`config.mk`:
```
export PLATFORM = sky130hd
export DESIGN_NAME = intr_arbiter
export DESIGN_NICKNAME = d
export VERILOG_FILES = /design/src/rtl/intr_arbiter.sv
export SDC_FILE = /design/constraint.sdc
export NUM_CORES = 1
export LEC_CHECK = 0
export ABC_CLOCK_PERIOD_IN_PS = 1900
export BUFFER_PORTS_ARGS = -buffer_cell sky130_fd_sc_hd__buf_2
export CAP_MARGIN = 20
export CORE_UTILIZATION = 44
export CTS_CLUSTER_DIAMETER = 40
export DETAILED_ROUTE_END_ITERATION = 6
export MAX_ROUTING_LAYER = met4
export PLACE_DENSITY = 0.88
export SYNTH_ARGS = -nofsm -noshare
export SYNTH_HDL_FRONTEND = slang
export SYNTH_SLANG_ARGS = --single-unit
```
`constraint.sdc`:
```
create_clock -name clk -period 1.9 [get_ports clk]
set_input_delay 0.38 -clock clk [delete_from_list [all_inputs] [get_ports clk]]
set_output_delay 0.38 -clock clk [all_outputs]
set_load 0.01 [all_outputs]
```
`src/rtl/intr_arbiter.sv`:
```
// Interrupt sequencer: latches source edges, masks, arbitrates, and tracks one trap until mret.
// Define INTR_RR_EN for round-robin arbitration; the default build uses fixed priority (index 0 highest).
module intr_arbiter #(
  parameter int                  NSRC      = 4,
  parameter int                  IDW       = $clog2(NSRC),
  parameter logic [5*NSRC-1:0]   CAUSE_MAP = {5'd17, 5'd16, 5'd7, 5'd11}
) (
  input  logic            clk,
  input  logic            rst,
  input  logic [NSRC-1:0] src_irq,
  input  logic [NSRC-1:0] src_en,
  input  logic            glb_en,
  input  logic            irq_ack,
  input  logic            irq_done,
  output logic            irq_req,
  output logic [IDW-1:0]  irq_id,
  output logic [31:0]     irq_cause,
  output logic [NSRC-1:0] pend,
  output logic            busy
);

  typedef enum logic [1:0] {
    ST_IDLE,
    ST_REQ,
    ST_SERV
  } state_t;

  state_t          state;
  logic [NSRC-1:0] src_prev;
  logic [NSRC-1:0] rise;
  logic [NSRC-1:0] elig;
  logic [NSRC-1:0] clr;
  logic            win_vld;
  logic [IDW-1:0]  win_id;
  logic [4:0]      win_code;
  logic            take_ack;

  assign rise     = src_irq & ~src_prev;
  assign elig     = pend & src_en & {NSRC{glb_en}};
  assign take_ack = (state == ST_REQ) && irq_ack;

  // NOTE: every signal driven in an always_comb gets a default first so no latch is inferred.
  always_comb begin
    clr = '0;
    for (int i = 0; i < NSRC; i++) begin
      if (take_ack && (irq_id == IDW'(i))) clr[i] = 1'b1;
    end
  end

`ifdef INTR_RR_EN
  logic [IDW-1:0]    rr_ptr;
  logic [2*NSRC-1:0] elig_rot;
  logic [IDW:0]      rr_sum;

  // Rotate so the search always starts at bit 0, then map the offset back to a source index.
  assign elig_rot = {elig, elig} >> rr_ptr;

  always_comb begin
    win_vld = 1'b0;
    rr_sum  = '0;
    for (int off = NSRC - 1; off >= 0; off--) begin
      if (elig_rot[off]) begin
        win_vld = 1'b1;
        rr_sum  = {1'b0, rr_ptr} + (IDW+1)'(off);
      end
    end
    if (rr_sum >= (IDW+1)'(NSRC)) win_id = IDW'(rr_sum - (IDW+1)'(NSRC));
    else                          win_id = rr_sum[IDW-1:0];
  end
`else
  always_comb begin
    win_vld = 1'b0;
    win_id  = '0;
    for (int i = NSRC - 1; i >= 0; i--) begin
      if (elig[i]) begin
        win_vld = 1'b1;
        win_id  = IDW'(i);
      end
    end
  end
`endif

  always_comb begin
    win_code = '0;
    for (int i = 0; i < NSRC; i++) begin
      if (win_id == IDW'(i)) win_code = CAUSE_MAP[5*i +: 5];
    end
  end

  // NOTE: all state uses non-blocking assignments so every register samples pre-edge values.
  always_ff @(posedge clk or posedge rst) begin
    if (rst) begin
      state     <= ST_IDLE;
      src_prev  <= '0;
      pend      <= '0;
      irq_req   <= 1'b0;
      irq_id    <= '0;
      irq_cause <= '0;
      busy      <= 1'b0;
`ifdef INTR_RR_EN
      rr_ptr    <= '0;
`endif
    end else begin
      src_prev <= src_irq;
      // A fresh edge on the bit being acked wins over the clear.
      pend     <= (pend & ~clr) | rise;
      case (state)
        ST_IDLE: begin
          if (win_vld) begin
            state     <= ST_REQ;
            irq_req   <= 1'b1;
            busy      <= 1'b1;
            irq_id    <= win_id;
            irq_cause <= {1'b1, 26'd0, win_code};
          end
        end
        ST_REQ: begin
          if (irq_ack) begin
            state   <= ST_SERV;
            irq_req <= 1'b0;
`ifdef INTR_RR_EN
            rr_ptr  <= (irq_id == IDW'(NSRC - 1)) ? '0 : irq_id + 1'b1;
`endif
          end else if (!glb_en || !src_en[irq_id]) begin
            state   <= ST_IDLE;
            irq_req <= 1'b0;
            busy    <= 1'b0;
          end
        end
        ST_SERV: begin
          if (irq_done) begin
            state <= ST_IDLE;
            busy  <= 1'b0;
          end
        end
        default: begin
          state   <= ST_IDLE;
          irq_req <= 1'b0;
          busy    <= 1'b0;
        end
      endcase
    end
  end

endmodule

```
==> key figures <==
Timing
  – RSZ-0062 raised after global routing: false
  – Final period util: 81.8%
  – Achievable Freq: 643 MHz
  – Measured slew at the worst slew-check pin: 0.714 ns
  – Rel. slew slack: 52.3%
  – Clk_skew: 0.00204 ns
  – Setup violators final: 0
  – Fin. Hold Viols: 0
  – Pins Over Slew Limit: 0
  – Fin Setup TNS: 0 ns
  – Min cycle time layout: 1.55 ns

Power and ir drop
  – Power Density: 1270 nW/µm²
  – Switch Pwr: 0.000544 W
  – Pwr Total: 0.00144 W
  – Combinational Power Share: 35.2%
  – Sw frac: 37.7%
  – Flop pwr share: 47.7%
  – Pleak: 0.591 nW
  – Clock power share: 17.1%
  – Peak VDD IR: 0.000822 V
  – Internal Power: 0.000899 W

Yosys
  – Netlist cell types: 26
  – Yosys Warn Count: 0
  – Sequential share of the synthesized area: 48.1%
  – Commonest cells in the synthesized netlist: 26 x buf_4, 20 x dfrtp_1, 15 x nand2_1
  – Yosys top cell by area: dfrtp_1
  – Post-Syn Instances: 106
  – Seq cells post-synth: 20
  – Share of the synthesized area in the top cell type: 48.1%
  – EDFF count, synth: 0
  – Avg Cell Area, Syn: 9.81 µm²
  – Most frequent cell after synthesis: buf_4
  – Post-synth top flop: dfrtp_1
  – Top cells by area, synth: dfrtp_1 48%, buf_4 19%, nand2_1 5.4%
  – Fraction of registers with async set/reset: 100%
  – Syn Std Cell Area: 1040 µm²

Worst setup path
  – CP max-delay cell: dfrtp_1
  – Maximum fanout along the worst path: 6
  – CP max stage delay: 0.45 ns
  – WS Path Type: flip-flop to flip-flop
  – CP startpoint kind: flip-flop
  – CP required: 2.11 ns
  – Worst Path Arrival: 1.76 ns
  – R2r setup slk: 0.35 ns
  – Worst R2R Path Depth: 4
  – Critical path endpoint category: flip-flop
  – Cells along the critical path: or3b_4 -> nand2b_4 -> a221o_1 -> o21a_1

Cells and area
  – Share of layout cells above drive strength 1: 26.1%
  – Storage cell area: 500 µm²
  – Final nets: 148
  – Multi-input gate area: 412 µm²
  – Syn-to-layout area delta: 9.27%
  – N_diodes: 0
  – Fill cells: 205
  – Final Cell Area: 1140 µm²

Status
  – Status: complete, no violations

Clock network
  – Post-CTS Setup Inserts: 0
  – Clock transition at path regs: 0.11 ns
  – Clk Latency, worst-skew pair: 0.30 ns
  – Clock Path Buffers: 2
  – CTS tree: done
  – Total number of H-tree levels: 1
  – Post-CTS Resized: 0
  – Clock root cell: clkbuf_4
  – # hold bufs at CTS: 0
  – CTS Buf Count: 3
  – CTS Sinks: 20

Drt
  – Routed wire length: 1910 µm
  – Post-DRT Antenna Nets: 0
  – Wirelength per Cell: 11.8 µm
  – Vias: 791
  – Drt via density: 4.88
  – # DRC: 0
  – Drt first-iter violations: 27
  – Pre-Repair DR Iteration Count: 4

Placement
  – I/O Buffers: 26
  – HPWL after detailed placement: 1490 µm
  – GP Congestion: 0.903
  – DP Area: 1100 µm²

Die
  – Initial Utilization: 47.0%
  – Core area: 2210 µm²
  – DIE HEIGHT: 50.6 µm
  – Die outline area: 2560 µm²
  – Top Ports: 53
  – Std cell rows: 17
  – Die X: 50.6 µm

GRT
  – Antenna violations before repair: 0
  – Vias in the first global route: 730
  – Largest net degree at the start of global routing: 21
  – First-pass GRT wire length: 3210 µm
  – Gr usage total: 17.4%
  – Total gr overflow: 0

Flow run
  – Max cap viols: 0

Hold path
  – Worst hold path class: primary input to async pin
-- cells by family (layout without fill, tap and decap cells) --
kind of cell / after synthesis / count (layout) / synth area share [%]
other: 1 / 26 / 0.361
AND/OR/NAND/NOR: 26 / 26 / 13.5
multiplexers: 2 / 2 / 1.93
buffers and inverters: 33 / 36 / 21.3
flip-flops: 20 / 20 / 48.1
AO/OA/AOI/OAI: 24 / 24 / 14.8
-- power groups by stage --
stage / Combinational [W] / Clock [W] / Sequential, W
2_1_floorplan: 0.000320 / 0 / 0.000716
5_1_grt: 0.000566 / 0.000265 / 0.000715
4_1_cts: 0.000511 / 0.000247 / 0.000688
6_report: 0.000508 / 0.000246 / 0.000688
3_5_place_dp: 0.000509 / 0 / 0.000697
3_3_place_gp: 0.000490 / 0 / 0.000693
-- cell usage in the layout, fill, tap and decap left out --
cell type / instances
mux2i_1: 2
a21o_2: 1
inv_1: 6
a222oi_1: 1
buf_2: 26
and3b_2: 1
a32oi_1: 1
nor2_1: 2
nand2_1: 15
nand3b_1: 2
a21oi_1: 3
o21ai_0: 11
conb_1: 26
a221o_1: 1
clkbuf_8: 1
or3b_4: 1
o31ai_1: 2
o22ai_1: 1
dfrtp_1: 20
clkbuf_4: 3
o21a_1: 1
nand2b_1: 2
nand2b_4: 1
a21o_1: 1
or3b_2: 1
o32a_1: 1
nand3_1: 1
-- state kept, by name, indices dropped and copies added, names as in the netlist --
register   count
irq_cause      6
pend           4
src_prev       4
irq_id         2
state          2
busy           1
irq_req        1
-- worst max-delay path: cells and delay by family (launching register included) --
kind,cells,cell delay [ns]
flops,1,0.45
simple gates,2,0.61
compound gates,2,0.40
-- path summary, 6_finish.rpt --
check	from	endpoint
max reg2reg	state[0]$_DFFE_PP0P_	irq_cause[1]$_DFFE_PP0P_
min reg2reg	src_prev[1]$_DFF_PP0_	pend[1]$_DFF_PP0_
min in group clk	src_irq[1]	src_prev[1]$_DFF_PP0_
max	state[0]$_DFFE_PP0P_	irq_cause[1]$_DFFE_PP0P_
min	rst	irq_cause[31]$_DFFE_PP0P_
max in group asynchronous	rst	pend[2]$_DFF_PP0_
-- cell type report --
class / count / area share [%]
Clock buffer: 4 / 3.19
Inverter: 6 / 1.98
Multi-Input combinational cell: 78 / 36.2
Sequential cell: 20 / 44.1
Tap cell: 28 / 3.08
Timing Repair Buffer: 26 / 11.5
-- per-stage QoR --
stage / hold slack [ns] / cells / setup slack [ns] / util (%)
2_1_floorplan: 0.344 / 131 / 0.435 / -
3_3_place_gp: 0.403 / 158 / 0.355 / 49.7
3_5_place_dp: 0.419 / 158 / 0.319 / 49.7
4_1_cts: 0.187 / 162 / 0.343 / 51.4
5_1_grt: 0.171 / 162 / 0.261 / 51.4
6_report: 0.174 / 162 / 0.346 / 51.4
-- per-layer routing --
metal / wire [µm] / global-route usage (%) / up-vias
met4: 25 / 6.94 / 0
li1: - / - / 365
met1: 776 / 18.4 / 375
met3: 154 / 3.94 / 4
met2: 950 / 31.1 / 47
met5: 0 / - / -
No activity file was read; power rests on OpenSTA's default activity.
